**src/rtl/mra_pkg.sv**
```systemverilog
// Shared types and default widths for the MRA responder.
package mra_pkg;

    localparam int unsigned MRA_ADDR_WIDTH = 64;
    localparam int unsigned MRA_DATA_WIDTH = 64;
    localparam int unsigned MRA_FIFO_DEPTH = 8;
    localparam int unsigned MRA_PERF_WIDTH = 32;

    typedef enum logic {
        MRA_READ  = 1'b0,
        MRA_WRITE = 1'b1
    } mra_rw_e;

    typedef enum logic {
        IDLE  = 1'b0,
        ISSUE = 1'b1
    } mra_rsp_state_e;

endpackage

```
**src/rtl/mra_rsp_fifo.sv**
```systemverilog
// First-word-fall-through response FIFO with occupancy count, empty and full.
// Head data reads as zero while empty so the output is defined after reset.
module mra_rsp_fifo
    import mra_pkg::*;
#(
    parameter int unsigned DATA_WIDTH = MRA_DATA_WIDTH,
    parameter int unsigned DEPTH      = MRA_FIFO_DEPTH,
    parameter int unsigned CNT_WIDTH  = $clog2(DEPTH) + 1
) (
    input  logic                  clk,
    input  logic                  rst,
    input  logic                  i_push,
    input  logic [DATA_WIDTH-1:0] i_data,
    input  logic                  i_pop,
    output logic [DATA_WIDTH-1:0] o_data,
    output logic                  o_empty,
    output logic                  o_full,
    output logic [CNT_WIDTH-1:0]  o_count
);

    localparam int unsigned PTR_WIDTH = $clog2(DEPTH);

    logic [DATA_WIDTH-1:0] r_mem [DEPTH];
    logic [PTR_WIDTH-1:0]  r_wr_ptr;
    logic [PTR_WIDTH-1:0]  r_rd_ptr;
    logic [CNT_WIDTH-1:0]  r_count;
    logic                  w_push;
    logic                  w_pop;

    assign w_push  = i_push && !o_full;
    assign w_pop   = i_pop && !o_empty;
    assign o_empty = (r_count == '0);
    assign o_full  = (r_count == CNT_WIDTH'(DEPTH));
    assign o_count = r_count;
    assign o_data  = o_empty ? '0 : r_mem[r_rd_ptr];

    // Storage array; no reset needed since reads are masked while empty.
    always_ff @(posedge clk) begin
        if (w_push) begin
            r_mem[r_wr_ptr] <= i_data;
        end
    end

    // Pointers wrap naturally at the power-of-two depth; count tracks occupancy.
    always_ff @(posedge clk or posedge rst) begin
        if (rst) begin
            r_wr_ptr <= '0;
            r_rd_ptr <= '0;
            r_count  <= '0;
        end else begin
            if (w_push) begin
                r_wr_ptr <= r_wr_ptr + PTR_WIDTH'(1);
            end
            if (w_pop) begin
                r_rd_ptr <= r_rd_ptr + PTR_WIDTH'(1);
            end
            case ({w_push, w_pop})
                2'b10:   r_count <= r_count + CNT_WIDTH'(1);
                2'b01:   r_count <= r_count - CNT_WIDTH'(1);
                default: r_count <= r_count;
            endcase
        end
    end

endmodule

```
**src/rtl/mra_responder.sv**
```systemverilog
// Far end of the MRA request interface: forwards requests to a memory port,
// buffers read data in a FWFT FIFO and withholds MRA_ready unless every
// outstanding read has a guaranteed FIFO slot.
// Optional performance counters: define MRA_RESPONDER_PERF_EN.
module mra_responder
    import mra_pkg::*;
#(
    parameter int unsigned ADDR_WIDTH = MRA_ADDR_WIDTH,
    parameter int unsigned DATA_WIDTH = MRA_DATA_WIDTH,
    parameter int unsigned FIFO_DEPTH = MRA_FIFO_DEPTH,
    parameter int unsigned CNT_WIDTH  = $clog2(FIFO_DEPTH) + 1
) (
    input  logic                  clk,
    input  logic                  rst,
    input  logic [ADDR_WIDTH-1:0] MRA_req_addr,
    input  logic                  MRA_rw,
    input  logic                  MRA_req_valid,
    output logic                  MRA_ready,
    output logic [ADDR_WIDTH-1:0] mem_req_addr,
    output logic                  mem_req_we,
    output logic                  mem_req_valid,
    input  logic                  mem_req_ready,
    input  logic                  mem_rsp_valid,
    input  logic [DATA_WIDTH-1:0] mem_rsp_data,
    input  logic                  FIFO_rd_en,
    output logic [DATA_WIDTH-1:0] FIFO_rd_data,
    output logic                  FIFO_empty,
    output logic                  rsp_error,
    output logic [MRA_PERF_WIDTH-1:0] perf_rd_cnt,
    output logic [MRA_PERF_WIDTH-1:0] perf_wr_cnt,
    output logic [MRA_PERF_WIDTH-1:0] perf_stall_cnt
);

    mra_rsp_state_e        r_state;
    logic [ADDR_WIDTH-1:0] r_addr;
    logic                  r_we;
    logic                  r_valid;
    logic                  r_rsp_error;
    logic [CNT_WIDTH-1:0]  r_pending_rd;
    logic [CNT_WIDTH-1:0]  w_fifo_count;
    logic [CNT_WIDTH:0]    w_reserved;
    logic                  w_fifo_full;
    logic                  w_credit_ok;
    logic                  w_accept;
    logic                  w_accept_rd;
    logic                  w_rsp_ok;

    // Slots already promised: reads in flight plus entries waiting to be drained.
    assign w_reserved  = (CNT_WIDTH+1)'(r_pending_rd) + (CNT_WIDTH+1)'(w_fifo_count);
    assign w_credit_ok = (w_reserved < (CNT_WIDTH+1)'(FIFO_DEPTH));

    assign MRA_ready   = !rst && ((r_state == IDLE) || mem_req_ready)
                         && ((MRA_rw == MRA_WRITE) || w_credit_ok);
    assign w_accept    = MRA_req_valid && MRA_ready;
    assign w_accept_rd = w_accept && (MRA_rw == MRA_READ);
    // A response is only stored if a read is owed; anything else is dropped.
    assign w_rsp_ok    = mem_rsp_valid && (r_pending_rd != '0) && !w_fifo_full;

    assign mem_req_addr  = r_addr;
    assign mem_req_we    = r_we;
    assign mem_req_valid = r_valid;
    assign rsp_error     = r_rsp_error;

    // Request FSM: capture on accept, hold the memory request until taken.
    always_ff @(posedge clk or posedge rst) begin
        if (rst) begin
            r_state <= IDLE;
            r_addr  <= '0;
            r_we    <= 1'b0;
            r_valid <= 1'b0;
        end else begin
            case (r_state)
                IDLE: begin
                    if (w_accept) begin
                        r_addr  <= MRA_req_addr;
                        r_we    <= MRA_rw;
                        r_valid <= 1'b1;
                        r_state <= ISSUE;
                    end
                end
                ISSUE: begin
                    if (mem_req_ready) begin
                        if (w_accept) begin
                            r_addr <= MRA_req_addr;
                            r_we   <= MRA_rw;
                        end else begin
                            r_valid <= 1'b0;
                            r_state <= IDLE;
                        end
                    end
                end
            endcase
        end
    end

    // Reads owed by memory: up on read accept, down on each stored response.
    always_ff @(posedge clk or posedge rst) begin
        if (rst) begin
            r_pending_rd <= '0;
        end else begin
            case ({w_accept_rd, w_rsp_ok})
                2'b10:   r_pending_rd <= r_pending_rd + CNT_WIDTH'(1);
                2'b01:   r_pending_rd <= r_pending_rd - CNT_WIDTH'(1);
                default: r_pending_rd <= r_pending_rd;
            endcase
        end
    end

    // Sticky protocol error: unsolicited response or pop while empty.
    always_ff @(posedge clk or posedge rst) begin
        if (rst) begin
            r_rsp_error <= 1'b0;
        end else if ((mem_rsp_valid && !w_rsp_ok) || (FIFO_rd_en && FIFO_empty)) begin
            r_rsp_error <= 1'b1;
        end
    end

    // Credit must make it impossible for an owed response to find the FIFO full.
    a_no_overflow: assert property (@(posedge clk) disable iff (rst)
        !(mem_rsp_valid && (r_pending_rd != '0) && w_fifo_full));

    mra_rsp_fifo #(
        .DATA_WIDTH (DATA_WIDTH),
        .DEPTH      (FIFO_DEPTH),
        .CNT_WIDTH  (CNT_WIDTH)
    ) u_fifo (
        .clk     (clk),
        .rst     (rst),
        .i_push  (w_rsp_ok),
        .i_data  (mem_rsp_data),
        .i_pop   (FIFO_rd_en),
        .o_data  (FIFO_rd_data),
        .o_empty (FIFO_empty),
        .o_full  (w_fifo_full),
        .o_count (w_fifo_count)
    );

`ifdef MRA_RESPONDER_PERF_EN
    logic [MRA_PERF_WIDTH-1:0] r_perf_rd;
    logic [MRA_PERF_WIDTH-1:0] r_perf_wr;
    logic [MRA_PERF_WIDTH-1:0] r_perf_stall;

    // Free-running wrap-around event counters.
    always_ff @(posedge clk or posedge rst) begin
        if (rst) begin
            r_perf_rd    <= '0;
            r_perf_wr    <= '0;
            r_perf_stall <= '0;
        end else begin
            if (w_accept_rd) begin
                r_perf_rd <= r_perf_rd + MRA_PERF_WIDTH'(1);
            end
            if (w_accept && (MRA_rw == MRA_WRITE)) begin
                r_perf_wr <= r_perf_wr + MRA_PERF_WIDTH'(1);
            end
            if (MRA_req_valid && !MRA_ready) begin
                r_perf_stall <= r_perf_stall + MRA_PERF_WIDTH'(1);
            end
        end
    end

    assign perf_rd_cnt    = r_perf_rd;
    assign perf_wr_cnt    = r_perf_wr;
    assign perf_stall_cnt = r_perf_stall;
`else
    assign perf_rd_cnt    = '0;
    assign perf_wr_cnt    = '0;
    assign perf_stall_cnt = '0;
`endif

endmodule

```
**config.mk**
```make
export PLATFORM = sky130hd
export DESIGN_NAME = mra_responder
export DESIGN_NICKNAME = d
export VERILOG_FILES = /design/src/rtl/mra_pkg.sv /design/src/rtl/mra_rsp_fifo.sv /design/src/rtl/mra_responder.sv
export SDC_FILE = /design/constraint.sdc
export NUM_CORES = 1
export LEC_CHECK = 0
export CORE_MARGIN = 1.5
export CORE_UTILIZATION = 58
export DETAILED_ROUTE_END_ITERATION = 7
export PLACE_DENSITY = 0.95
export SLEW_MARGIN = 25
export SYNTH_ARGS = -nofsm -noshare
export SYNTH_HDL_FRONTEND = slang
export SYNTH_SLANG_ARGS = --single-unit
```
**constraint.sdc**
```tcl
create_clock -name clk -period 9.8 [get_ports clk]
set_clock_uncertainty 0.1 [all_clocks]
set_input_delay 1.96 -clock clk [delete_from_list [all_inputs] [get_ports clk]]
set_output_delay 1.96 -clock clk [all_outputs]
set_load 0.05 [all_outputs]
```
== After elaboration in Yosys (flattened, before gate mapping) ==
Memory sizes are Yosys's and may differ from the RTL's.
Index checks and enable logic that the tools add are counted.

* Add/subtract/negate cells: 7
* Order comparisons: 1
* Equality and inequality tests: 8
* Mux-type cells: 18
* Bitwise operators: 2
* Reduce and logical (&&, ||, !) cells: 22

{| class="wikitable"
|+ Operators with widths
! cell !! number
|-
| two-way mux 64 bit || 3
|-
| one-hot mux 64 bit (2 select lines) || 1
|-
| one-hot mux 4 bit (2 select lines) || 2
|-
| logical AND 1 bit || 10
|-
| two-way mux 1 bit || 9
|-
| adder 4 x 1 -> 4 bit, second input constant || 2
|-
| subtractor 4 x 1 -> 4 bit, second input constant || 2
|-
| adder 3 x 1 -> 3 bit, second input constant || 2
|-
| inequality test 2 bit, second input constant || 3
|-
| one-hot mux 1 bit (2 select lines) || 3
|-
| adder 4 x 4 -> 5 bit || 1
|-
| less-than comparator 5 x 4 -> 1 bit, second input constant || 1
|-
| equality test 2 x 1 -> 1 bit, second input constant || 2
|-
| equality test 2 bit, second input constant || 2
|-
| equality test 4 bit, second input constant || 1
|-
| zero test 1 bit || 4
|-
| zero test 4 bit || 1
|-
| nonzero test 2 bit || 2
|-
| nonzero test 4 bit || 1
|-
| logical OR 1 bit || 3
|-
| AND reduction 3 bit || 1
|-
| inverter 1 bit || 2
|}

* Bits in registers: 82
* Bits in writable memories: 512
* Input port bits: 135
* Logic and storage cells: 68
* Memories kept: 1

{| class="wikitable"
|+ Memory list
! memory !! depth !! width !! read ports !! clocked after memory_dff !! write ports !! line !! source
|-
| u_fifo.r_mem || 8 || 64 || 1 || 0 || 1 || mra_rsp_fifo.sv:23 || <nowiki>logic [DATA_WIDTH-1:0] r_mem [DEPTH];</nowiki>
|}

== Logic depth before layout (Yosys ltp) ==
Gate-level depths: netlist of the first run.

* Word-level depth: 8
* Depth in mapped cells: 13
* Depth with buffers taken out: 11

== Hierarchy ==
Synthesis of the first run repeated with hierarchy kept, for this count alone.

* Cells, all modules: 1099
* Area total of the unflattened synthesis: 23521.3 um^2

{| class="wikitable"
|+ By module, submodules not included
! module !! instances !! cells each !! area an instance (um^2)
|-
| mra_rsp_fifo || 1 || 810 || 19717.7
|-
| mra_responder || 1 || 289 || 3803.6
|}

== Least setup slack after synthesis of the first run ==
No wires, ideal clock.

* Kind: input to register
* Start point: input port mem_rsp_valid
* End point: memory u_fifo.r_mem[5][0] in the netlist's numbering (enable)
* Data arrival time: 7.301 ns
* Setup slack: 1.821 ns
* Cell stages on the path: 4
* Buffers on the path: 0
* Path through: o41ai_1 a21oi_1 nand2_1 nor3b_1

* Word-level cells in the longest chain between the ends: 5

{| class="wikitable"
|+ Ends and longest elaborated chain
! item !! line !! source
|-
| start, declared || mra_responder.sv:23 || <nowiki>input logic mem_rsp_valid,</nowiki>
|-
| logical AND 1 bit (2 in series) || mra_responder.sv:57 || <nowiki>assign w_rsp_ok = mem_rsp_valid && (r_pending_rd != '0) && !w_fifo_full;</nowiki>
|-
| logical AND 1 bit || mra_rsp_fifo.sv:30 || <nowiki>assign w_push = i_push && !o_full;</nowiki>
|-
| net u_fifo.w_push || mra_rsp_fifo.sv:27 || <nowiki>logic w_push;</nowiki>
|-
| two-way mux 1 bit || mra_rsp_fifo.sv:39 || <nowiki>if (w_push) begin</nowiki>
|-
| two-way mux 1 bit (not written as such) || mra_rsp_fifo.sv:40 || <nowiki>r_mem[r_wr_ptr] <= i_data;</nowiki>
|-
| end, declared || mra_rsp_fifo.sv:23 ||
|}

The timed path passes the listed nets, and every way through them passes these cells.

== Final worst setup path of the first run ==
* Start point: register u_fifo.r_rd_ptr[1]
* End point: output port FIFO_rd_data[63]

* Word-level cells in the longest chain between the ends: 2

{| class="wikitable"
|+ Ends and longest elaborated chain
! item !! line !! source
|-
| start, declared || mra_rsp_fifo.sv:25 || <nowiki>logic [PTR_WIDTH-1:0] r_rd_ptr;</nowiki>
|-
| start signal, assigned || mra_rsp_fifo.sv:55 || <nowiki>r_rd_ptr <= r_rd_ptr + PTR_WIDTH'(1);</nowiki>
|-
| memory read (8 x 64 bit) || - ||
|-
| two-way mux 64 bit || mra_rsp_fifo.sv:35 || <nowiki>assign o_data = o_empty ? '0 : r_mem[r_rd_ptr];</nowiki>
|-
| end, declared || mra_responder.sv:26 || <nowiki>output logic [DATA_WIDTH-1:0] FIFO_rd_data,</nowiki>
|}

Every way passes these cells.

==> impl_metrics.env, run 1 <==
export IMPL_port_buffers=267
export IMPL_hold_buffers=0
export IMPL_critPathSlowestCell="dfrtp_4"
export IMPL_finish_utilization_pct=71.4
export IMPL_fp_dieH_um=205
export IMPL_drc=0
export IMPL_rsz0062_at_grt="false"
export IMPL_syn_to_final_growth_pct=20.5
export IMPL_worstPathMaxFanout=72
export IMPL_fin_setup_tns_ns=0
export IMPL_synth_xor_area_share_pct=0.295
export IMPL_min_period_over_period_pct=63.1
export IMPL_hold_path_class="reg2reg"
export IMPL_post_cts_buffers=0
export IMPL_cts_buffers_inserted=56
export IMPL_core_area_mm2=0.0400
export IMPL_leakage_nw=10.0
export IMPL_layout_nets=1599
export IMPL_routedWlPerCell_um=25.4
export IMPL_rows=73
export IMPL_period_minus_slack_ns=6.19
export IMPL_routed_wl_mm=51.5
export IMPL_syn_area_per_cell_um2=20.5
export IMPL_synth_compound_area_share_pct=0.411
export IMPL_final_antenna_net_count=0
export IMPL_drive_above_1_share_pct=20.9
export IMPL_drt_initial_drc_count=851
export IMPL_cp_data_arrival_time_ns=4.13
export IMPL_grt_pass1_vias=12300
export IMPL_syn_area_mm2=0.0237
export IMPL_clock_sinks=594
export IMPL_drv_cap=0
export IMPL_slowest_delay_ns=1.00
export IMPL_yosys_area_share_adder_pct=0.749
export IMPL_synth_mux_area_share_pct=18.7
export IMPL_hold_viol=0
export IMPL_status="finished clean"
export IMPL_yosysSeqAreaShare_pct=73.5
export IMPL_cts_root_buf="clkbuf_16"
export IMPL_setup_viol=0
export IMPL_clk_pin_slew_worst_paths_ns=0.06
export IMPL_via_count=11800
export IMPL_ir_worst_vdd_uv=367
export IMPL_drtPass1Iterations=5
export IMPL_synth_cell_types=37
export IMPL_ys_flop_type="edfxtp_1"
export IMPL_netlist_instances=1157
export IMPL_antenna_found_initial=7
export IMPL_final_cell_mix="edfxtp_1, clkdlybuf4s50_1, mux4_2"
export IMPL_layout_commonest_cell="edfxtp_1"
export IMPL_crit_chain="buf_4, mux4_2, mux2i_1, nor2_1, clkdlybuf4s50_1"
export IMPL_dp_cells=1917
export IMPL_synth_seq_cells=594
export IMPL_htreeDepth=2
export IMPL_worstPathRequired_ns=7.74
export IMPL_startpoint_type="flip-flop"
export IMPL_grt_ovfl_total=0
export IMPL_final_max_slew_violation_count=0
export IMPL_end_kind="output port"
export IMPL_post_cts_resized=0
export IMPL_grt_pass1_wl_mm=76.5
export IMPL_viasPerCell=5.80
export IMPL_grt_max_degree=84
export IMPL_die_x_um=205
export IMPL_cts_buffer_depth=3
export IMPL_synth_top_family_by_area="multiplexers"
export IMPL_async_flop_share_pct=13.8
export IMPL_place_gp_congestion=0.784
export IMPL_slew_headroom_pct=32.2
export IMPL_p_per_area_mw_per_mm2=358
export IMPL_num_io_pins=364
export IMPL_die_area_mm2=0.0421
export IMPL_stdcell_count=2029
export IMPL_synth_simple_area_share_pct=2.05
export IMPL_dpl_hpwl_mm=28.6
export IMPL_clock_fmax_ghz=0.162
export IMPL_tritoncts="built"
export IMPL_worst_pin_slew_ns=1.02
export IMPL_synth_edf_count=512
export IMPL_crit_type="reg2out"
export IMPL_yosysWarnings=0
export IMPL_initial_core_util_pct=59.3
export IMPL_grt_use_total_pct=24.9
export IMPL_worstSkewPairLatency_ns=0.60
==> cell families after synthesis <==
family | Yosys count
DFF | 594
muxes | 261
buffers and inverters | 157
and+or+nand+nor | 109
AOI/OAI and AO/OA | 14
adders and majority gates | 13
xor gates and xnor gates | 8
other | 1
==> metrics by stage <==
stage	total power [W]	setup WS (ns)	instance area [µm²]	hold WS (ns)
floorplan	0.00670	1.82	24100	0.343
global placement	0.00794	3.35	26600	0.358
detailed placement	0.00807	3.35	26700	0.362
CTS	0.0103	3.36	28500	0.394
global route	0.0106	3.47	28600	0.406
finish	0.0102	3.61	28600	0.393
==> worst paths after layout <==
path	end	from	slack [ns]	cells after the start
min in group asynchronous	mem_req_addr[15]	rst	1.81	3
worst max-delay path	FIFO_rd_data[63]	u_fifo.r_rd_ptr[1]	3.61	5
worst min register to register	mem_req_valid	r_state	0.39	1
max in group asynchronous	u_fifo.r_rd_ptr[2]	rst	7.24	3
worst min-delay path	mem_req_valid	r_state	0.39	1
worst max register to register	u_fifo.r_mem[6][26]	u_fifo.o_count[0]	6.23	5
==> power breakdown <==
part	switching, W	internal, W	total, W
clock network	0.000906	0.00128	0.00219
logic	0.00273	0.00169	0.00442
registers	0.000349	0.00327	0.00362
total	0.00399	0.00624	0.0102
==> state kept, by name, indices dropped and copies added, names as in the netlist <==
signal and flops:
mem_req_addr 64, mem_req_valid 1, mem_req_we 1, r_pending_rd 4, r_state 1, rsp_error 1
u_fifo.o_count 4, u_fifo.r_mem 512, u_fifo.r_rd_ptr 3, u_fifo.r_wr_ptr 3
==> cell type report <==
type	count	area, µm²
clock inverter	37	388
tap	525	657
sequential	594	17400
inverter	9	35.0
clock buffer	69	1480
fill	2276	11400
timing repair buffer	289	2870
antenna	5	12.5
multi-input combinational	501	5700
==> synthesized netlist by cell type, types with 11 or more instances <==
library cell | n | area share [%]
mux2_2 | 28 | 1.3
nand2_1 | 12 | 0.19
nor2_1 | 68 | 1.1
edfxtp_1 | 512 | 65
clkbuf_1 | 22 | 0.35
mux2i_1 | 66 | 2.8
buf_4 | 97 | 3.1
mux4_2 | 128 | 12
dfrtp_1 | 82 | 8.7
ha_1 | 11 | 0.58
mux2_4 | 39 | 2.5
buf_2 | 19 | 0.40
==> critical path: cells and delay by family, from the launching register on <==
family,cells,cell delay [ns]
multiplexers,2,0.45
flip-flops,1,1.00
buffers and inverters,2,1.77
AND/OR/NAND/NOR,1,0.24
==> per-layer routing <==
metal | part of all wire [%] | up-vias | global-route usage, %
met1 | 38 | 6120 | 31.1
met3 | 6.4 | 98 | 4.75
met5 | 0.049 | - | 0
met2 | 53 | 559 | 43.8
met4 | 2.8 | 4 | 8.79
li1 | - | 4997 | -
Note: power is estimated with default switching activity, not from simulation.
==> inputs of run 2 (changes only) <==
- CORE_UTILIZATION: 58 -> 49
- PLACE_DENSITY: 0.95 -> 0.87
- clock period: 9.8 -> 5.05 ns (I/O delays scaled with it)
==> run 2 against run 1 <==
Compared with the run above:
- worst hold slack about the same
- setup slack worse by 2.9 ns
- non-clock buffer count increased by 2
- sequential share of layout area shrank 0.47 points
- via count shrank 1.2%
- highest routed layer unchanged
- critical endpoint is now FIFO_rd_data[46]
==> impl_metrics.env, run 2 (synthesized netlist as in run 1, its figures left out) <==
export IMPL_fin_setup_tns_ns=0
export IMPL_tritoncts="built"
export IMPL_clk_pin_slew_worst_paths_ns=0.06
export IMPL_hold_path_class="reg2reg"
export IMPL_status="finished clean"
export IMPL_cp_startpoint="u_fifo.r_rd_ptr[1]"
export IMPL_dpl_hpwl_mm=28.9
export IMPL_power_switching_w=0.00771
export IMPL_hold_viol=0
export IMPL_layout_commonest_cell="edfxtp_1"
export IMPL_intPower_w=0.0121
export IMPL_grt_max_degree=83
export IMPL_drv_cap=0
export IMPL_p_sw_share_pct=38.9
export IMPL_slowest_delay_ns=0.87
export IMPL_p_per_area_mw_per_mm2=688
export IMPL_end_kind="output port"
export IMPL_grt_ovfl_total=0
export IMPL_viasPerCell=5.49
export IMPL_core_area_mm2=0.0477
export IMPL_via_count=11600
export IMPL_cts_buffers_inserted=57
export IMPL_period_minus_slack_ns=4.37
export IMPL_min_period_over_period_pct=86.5
export IMPL_fp_dieH_um=223
export IMPL_clock_power_share_pct=21.1
export IMPL_cts_root_buf="clkbuf_16"
export IMPL_hold_buffers=0
export IMPL_die_x_um=223
export IMPL_worstPathRequired_ns=3.94
export IMPL_layout_nets=1602
export IMPL_rsz0062_at_grt="false"
export IMPL_grt_pass1_vias=12400
export IMPL_critPathSlowestCell="clkdlybuf4s50_1"
export IMPL_reg2reg_slack_ns=1.67
export IMPL_top_register="u_fifo.r_mem"
export IMPL_htreeDepth=2
export IMPL_grt_use_total_pct=20.2
export IMPL_n_fill_cell=3315
export IMPL_crit_type="reg2out"
export IMPL_die_area_mm2=0.0497
export IMPL_stdcell_area_mm2=0.0288
export IMPL_place_area_mm2=0.0269
export IMPL_cts_buffer_depth=3
export IMPL_reg2reg_from="u_fifo.o_count[0]"
export IMPL_cp_data_arrival_time_ns=3.26
export IMPL_crit_chain="buf_4, mux4_2, mux2i_1, nor2_1, clkdlybuf4s50_1"
export IMPL_clock_sinks=594
export IMPL_seq_power_share_pct=34.5
export IMPL_post_cts_resized=0
export IMPL_crit_cells=5
export IMPL_cp_top_family="buffers and inverters"
export IMPL_fin_hold_ws_ns=0.393
export IMPL_num_io_pins=364
export IMPL_rows=80
export IMPL_crit_buf_inv=2
export IMPL_worstPathMaxFanout=27
export IMPL_rr_worst_depth=9
export IMPL_drive_above_1_share_pct=21.0
export IMPL_drt_initial_drc_count=894
export IMPL_routedWlPerCell_um=23.4
export IMPL_final_max_slew_violation_count=0
export IMPL_leakage_nw=10.1
export IMPL_ir_worst_vdd_uv=682
export IMPL_place_gp_congestion=0.860
export IMPL_port_buffers=267
export IMPL_grt_pass1_wl_mm=75.2
export IMPL_antenna_found_initial=8
export IMPL_power_total_w=0.0198
export IMPL_final_cell_mix="edfxtp_1, clkdlybuf4s50_1, mux4_2"
export IMPL_initial_core_util_pct=49.7
export IMPL_syn_to_final_growth_pct=21.4
export IMPL_drtPass1Iterations=6
export IMPL_slew_headroom_pct=29.2
export IMPL_setup_viol=0
export IMPL_worst_pin_slew_ns=1.06
export IMPL_drc=0
export IMPL_pwr_share_comb_pct=44.4
export IMPL_startpoint_type="flip-flop"
export IMPL_post_cts_buffers=0
export IMPL_final_antenna_net_count=0
export IMPL_clock_fmax_ghz=0.229
export IMPL_r2r_end="u_fifo.o_count[3]"
export IMPL_crit_end="FIFO_rd_data[46]"
export IMPL_largest_reg_flops=512
export IMPL_worstSkewPairLatency_ns=0.61
export IMPL_routed_wl_mm=49.5
## run 2: changes by cell type in the layout (fill, tap and decap cells not counted), sizes merged
cell,delta
buf,+2
bufinv,-2
clkinv,+5
diode,-2
inv,+1
clkinvlp,-3
## run 2: routing by layer
| metal | GRT usage [%] | share of wire (%) |
|---|---|---|
| met5 | 0 | 0.12 |
| met4 | 6.34 | 2.1 |
| met2 | 34.8 | 52 |
| met1 | 26.1 | 40 |
| met3 | 3.90 | 6.0 |
## run 2: through the flow
step,util (%),setup WS [ns],instances
6_report,60.3,0.682,2120
5_1_grt,60.3,0.549,2120
4_1_cts,60.3,0.652,2117
3_5_place_dp,56.4,1.21,2010
3_3_place_gp,56.4,1.22,2010
2_1_floorplan,-,0.0891,1252
## run 2: worst min-delay path by stage
stage,startpoint,end,slack (ns),cells after the start
after floorplan,r_state,mem_req_valid,0.34,1
after global placement,r_state,mem_req_valid,0.37,1
after detailed placement,rsp_error,rsp_error,0.38,1
after CTS,r_state,mem_req_valid,0.39,1
after global routing,r_state,mem_req_valid,0.40,1
final,r_state,mem_req_valid,0.39,1
## run 2: layout make-up
type / instances / area, µm² / area share, %
Antenna cell: 3 / 7.51 / 0.0261
Sequential cell: 594 / 17400 / 60.6
Clock inverter: 38 / 359 / 1.25
Inverter: 9 / 35.0 / 0.122
Timing Repair Buffer: 291 / 2970 / 10.3
Multi-Input combinational cell: 501 / 5720 / 19.9
Clock buffer: 69 / 1490 / 5.18
Tap cell: 615 / 769 / 2.67
## run 2: power groups by stage
stage / clock [W] / sequential, W / combinational (W)
2_1_floorplan: 0 / 0.00768 / 0.00530
3_3_place_gp: 0 / 0.00685 / 0.00876
3_5_place_dp: 0 / 0.00693 / 0.00884
4_1_cts: 0.00427 / 0.00685 / 0.00891
5_1_grt: 0.00445 / 0.00693 / 0.00923
6_report: 0.00418 / 0.00684 / 0.00879
==> RTL edit 1: new RTL, config.mk and constraints of run 2 <==
Set the package constant `MRA_PERF_WIDTH` to 16 (it was 32).
--- a/src/rtl/mra_pkg.sv
+++ b/src/rtl/mra_pkg.sv
@@ -6,3 +6,3 @@
     localparam int unsigned MRA_FIFO_DEPTH = 8;
-    localparam int unsigned MRA_PERF_WIDTH = 32;
+    localparam int unsigned MRA_PERF_WIDTH = 16;
 
Interface: changed (resized perf_rd_cnt, perf_stall_cnt and perf_wr_cnt); port bits go from 364 to 316. The function was not compared with the original's and may differ.
==> RTL edit 1 against run 2 <==
- global-route usage rose by 0.57 points
- design area decreased by 0.86%
- core utilization grew 0.75 points
- critical path type unchanged
- highest routed layer unchanged
- area after synthesis is 1.5% lower
- register-to-register slack lost 150 ps
- first-iteration DRC count increased by 13%
- critical path depth unchanged
- hold slack gained 7.8 ps
- sequential share of layout area rose by 0.53 points
- total power decreased by 0.53%
- sequential cell count unchanged
- wire length up 2.0%
- critical endpoint is now FIFO_rd_data[44]
- worst setup slack lost 200 ps
==> RTL edit 1: results (changes against run 2) <==
.. list-table::
   :header-rows: 1

   * - Metric
     - Value
   * - CTS Buf Count
     - 56 (-1.8%)
   * - Largest voltage drop on the vdd net
     - 726 µV (+6.5%)
   * - Violation count after the first detailed-routing iteration
     - 1008 (+13%)
   * - Setup slack, reg-to-reg
     - 1520 ps (-150 ps)
   * - Min-delay worst type
     - flop to flop
   * - Global-route wire length before repair
     - 76.5 mm (+1.7%)
   * - Placed wire-length estimate
     - 29.1 mm (+0.82%)
   * - Minimum clock period
     - 4560 ps (+196 ps)
   * - Synth Area in XOR/XNOR
     - 0.300% (+0.0046 points)
   * - Area fraction in compound gates after synthesis
     - 0.418% (+0.0063 points)
   * - Leading post-synthesis cells by instance count
     - sky130_fd_sc_hd__edfxtp_1, sky130_fd_sc_hd__mux4_2, sky130_fd_sc_hd__dfrtp_1, sky130_fd_sc_hd__nor2_1, sky130_fd_sc_hd__mux2i_1
   * - GRT Resource Usage Total
     - 20.8% (+0.57 points)
   * - Most area-consuming cells after synthesis
     - sky130_fd_sc_hd__edfxtp_1, sky130_fd_sc_hd__mux4_2, sky130_fd_sc_hd__dfrtp_1
   * - Critical Path Start
     - u_fifo.r_rd_ptr[0]$_DFFE_PP0P_
   * - Final weighted congestion in routability-driven placement
     - 0.802 (-6.7%)
   * - FILL cells
     - 3175 (-4.2%)
   * - Number of antenna violations at the first check in global routing
     - 6 (-2)
   * - Number of global-route vias before repair
     - 12400 (+0.58%)
   * - Detail-routed net length per standard cell
     - 24.4 µm (+4.7%)
   * - Routed via count divided by cell count
     - 5.62 (+2.3%)
   * - Critical path data arrival time
     - 3450 ps (+190 ps)
   * - Fraction of final layout cells with drive strength greater than 1
     - 21.5% (+0.54 points)
   * - Proportion of synthesized area in mux cells
     - 19.0% (+0.29 points)
   * - Final net count
     - 1559 (-2.7%)
   * - Leakage power
     - 9.89 nW (-1.8%)
   * - End of the critical path
     - FIFO_rd_data[44]
   * - Run status
     - complete, no violations
   * - CP peak stage delay
     - 770 ps (-100 ps)
   * - Sequential cell area fraction in the yosys report
     - 74.6% (+1.1 points)
   * - Post-Place Worst Slack
     - 1030 ps (-177 ps)
   * - Worst hold-check slack
     - 400 ps (+7.78 ps)
   * - Adder-cell share of the synthesized area
     - 0.761% (+0.012 points)
   * - Detailed Routing Iterations Pass 1
     - 4 (-2)
   * - Worst slew margin relative to its limit
     - 30.2% (+0.91 points)
   * - Number of unique standard cell types used by synthesis
     - 37 (unchanged)
==> RTL edit 1: cell types whose count changed in the layout (fill, tap and decap cells not counted), sizes merged <==
| cell | run 2 | this run |
|---|---|---|
| buf | 24 | 30 |
| bufinv | 6 | 5 |
| clkbuf | 69 | 72 |
| clkinv | 29 | 22 |
| clkinvlp | 1 | 2 |
| conb | 96 | 48 |
| inv | 11 | 10 |
==> RTL edit 1: layout make-up <==
cell class              count  area (µm²)  share of cell area [%]
clock inverters            30         318                    1.11
inverters                   9        35.0                   0.123
repair buffers            297        2960                    10.4
flip-flops and latches    594       17400                    61.1
well taps                 607         759                    2.66
multi-input cells         453        5540                    19.4
diodes                      3        7.51                  0.0263
clock buffers              72        1480                    5.19
==> RTL edit 1: metrics by stage <==
stage          util [%]  cell area, µm²  cells  total power [mW]
2_1_floorplan         -           23600   1156              12.9
3_3_place_gp       57.2           26700   1960              15.5
3_5_place_dp       57.2           26700   1960              15.7
4_1_cts            61.0           28500   2062              19.9
5_1_grt            61.1           28500   2065              20.5
6_report           61.1           28500   2065              19.7
==> RTL edit 1: how the worst min path moves through the flow <==
stage / start / depth (start not counted) / end
after detailed placement: r_state$_DFF_PP0_ / 1 / mem_req_valid$_DFFE_PP0P_
after floorplan: r_state$_DFF_PP0_ / 1 / mem_req_valid$_DFFE_PP0P_
after global placement: r_state$_DFF_PP0_ / 1 / mem_req_valid$_DFFE_PP0P_
after CTS: r_state$_DFF_PP0_ / 1 / mem_req_valid$_DFFE_PP0P_
final: r_state$_DFF_PP0_ / 1 / mem_req_valid$_DFFE_PP0P_
after global routing: r_state$_DFF_PP0_ / 1 / mem_req_valid$_DFFE_PP0P_
==> RTL edit 1: cells by family after synthesis <==
logic type	Yosys count
other cells	1
mux	261
fa+ha+maj	13
flops	594
compound gates	14
simple gates	109
xor+xnor	8
buf+inv	109
==> RTL edit 1: worst reg2reg max path, delay by kind of cell (launching register included) <==
kind,cells,cell delay (ps)
and+or+nand+nor,4,820
buffers and inverters,1,790
adders and majority gates,2,650
AOI/OAI and AO/OA,2,580
DFF,1,450
==> RTL edit 1: where the power goes <==
group / switching (mW) / total (mW) / internal, mW
clock: 1.77 / 4.10 / 2.33
combinational: 5.32 / 8.67 / 3.36
sequential: 0.595 / 6.93 / 6.34
==> RTL edit 1: layer usage <==
layer / GRT usage, % / share of wire (%) / vias up
li1: - / - / 4972
met1: 26.4 / 40 / 6080
met2: 35.9 / 52 / 450
met3: 4.17 / 5.8 / 88
met4: 7.07 / 2.9 / 6
met5: 0 / 0.087 / -
==> RTL edit 2: new RTL, settings of run 2 <==
Without the edit above. Register the output `rsp_error` once more, without a reset; this adds one clock of latency there. The other outputs are not delayed to match.
--- a/src/rtl/mra_responder.sv
+++ b/src/rtl/mra_responder.sv
@@ -61,3 +61,5 @@
     assign mem_req_valid = r_valid;
-    assign rsp_error     = r_rsp_error;
+    always_ff @(posedge clk) begin
+        rsp_error <= r_rsp_error;
+    end
 
Function: not settled (the Yosys comparison gave no result); the edit may change what the design does.
==> RTL edit 2 against run 2 <==
- total power increased by 0.79%
- sequential cell count grew 1
- largest cell class unchanged
- non-clock buffer count up 6
- wire length is 2.0% higher
- hold slack worse by 94 ps
- sequential share of layout area fell by 0.17 points
- critical endpoint is now FIFO_rd_data[33]
- design area rose by 0.39%
- synthesized cell count barely moved
- worst setup slack lost 180 ps
- area after synthesis about the same
==> RTL edit 2: results (changes against run 2) <==
.. list-table::
   :header-rows: 1

   * - Metric
     - Value
   * - Min-delay src
     - r_rsp_error$_DFFE_PP0P_
   * - # placed instances
     - 2017 (+0.35%)
   * - Sequential cell area fraction in the yosys report
     - 73.5% (about the same)
   * - FILL cells
     - 3228 (-2.6%)
   * - Origin of the critical flop-to-flop path
     - u_fifo.o_count[3]$_DFFE_PP0P_
   * - Adder-cell share of the synthesized area
     - 0.748% (about the same)
   * - Max FO, Critical Path
     - 46 (+70%)
   * - Number of unique standard cell types used by synthesis
     - 38 (+2.7%)
   * - Post-Syn Instances
     - 1158 (+0.086%)
   * - Hold depth
     - 0 (-1)
   * - Final weighted congestion in routability-driven placement
     - 0.858 (-0.24%)
   * - Most area-consuming cells after synthesis
     - sky130_fd_sc_hd__edfxtp_1, sky130_fd_sc_hd__mux4_2, sky130_fd_sc_hd__dfrtp_1
   * - Post-Place Worst Slack
     - 1090 ps (-116 ps)
   * - CTS Buf Count
     - 56 (-1.8%)
   * - Final net count
     - 1608 (+0.37%)
   * - Fraction of final layout cells with drive strength greater than 1
     - 21.6% (+0.59 points)
   * - Via total after detailed routing
     - 11600 (-0.24%)
   * - Synth Area in XOR/XNOR
     - 0.295% (about the same)
   * - Proportion of synthesized area in mux cells
     - 18.7% (about the same)
   * - Ys async rst share
     - 13.8% (-0.023 points)
   * - Largest voltage drop on the vdd net
     - 758 µV (+11%)
   * - Power spent charging and discharging nets
     - 7.77 mW (+0.84%)
   * - GRT Resource Usage Total
     - 20.6% (+0.40 points)
   * - Global-route wire length before repair
     - 76.2 mm (+1.3%)
   * - Run status
     - complete, no violations
   * - Detailed Routing Iterations Pass 1
     - 4 (-2)
-- RTL edit 2: worst paths after layout --
check                                            endpoint  slack [ps]
max                                      FIFO_rd_data[33]         510
min                                     rsp_error$_DFF_P_         300
max reg2reg                   r_pending_rd[3]$_DFFE_PP0P_        1850
min reg2reg                             rsp_error$_DFF_P_         300
max in group asynchronous  u_fifo.r_rd_ptr[0]$_DFFE_PP0P_        3370
min in group asynchronous    mem_req_addr[24]$_DFFE_PP0P_         920
-- RTL edit 2: per-stage QoR --
stage          hold WS, ps  instance area (µm²)
4_1_cts                314                28900
6_report               298                28900
3_5_place_dp           293                27000
3_3_place_gp           311                27000
2_1_floorplan          248                24100
5_1_grt                327                28900
-- RTL edit 2: cell families after synthesis --
| group | count (synthesis) |
|---|---|
| buf+inv | 157 |
| mux | 261 |
| simple gates | 109 |
| xor+xnor | 8 |
| other cells | 1 |
| fa+ha+maj | 13 |
| flops | 595 |
| compound gates | 14 |
-- RTL edit 2: area by class of cell --
class                   count  area (µm²)  share of cell area [%]
flip-flops and latches    595       17500                    60.4
multi-input cells         501        5720                    19.8
clock buffers              66        1460                    5.05
diodes                      2        5.00                  0.0173
clock inverters            39         443                    1.53
inverters                   9        35.0                   0.121
well taps                 615         769                    2.66
repair buffers            297        3010                    10.4
-- RTL edit 2: routing by layer --
metal	global-route usage [%]	share of wire, %
met3	4.49	6.4
met2	35.0	51
met1	26.7	40
met5	0	0.034
met4	6.47	2.5
-- RTL edit 2: power groups by stage --
| stage | logic, mW | registers, mW | clock network [mW] |
|---|---|---|---|
| after floorplan | 5.30 | 7.69 | 0 |
| after global placement | 8.72 | 6.89 | 0 |
| after detailed placement | 8.84 | 6.97 | 0 |
| after CTS | 8.91 | 6.89 | 4.39 |
| after global routing | 9.22 | 6.97 | 4.56 |
| final | 8.79 | 6.88 | 4.30 |
-- RTL edit 2: critical path: stages (launching register included) --
cell                              delay [ps]
sky130_fd_sc_hd__dfrtp_4                 770
sky130_fd_sc_hd__buf_12                  410
sky130_fd_sc_hd__mux4_2                  560
sky130_fd_sc_hd__mux2i_1                 210
sky130_fd_sc_hd__nor2_1                   90
sky130_fd_sc_hd__clkdlybuf4s50_1         740
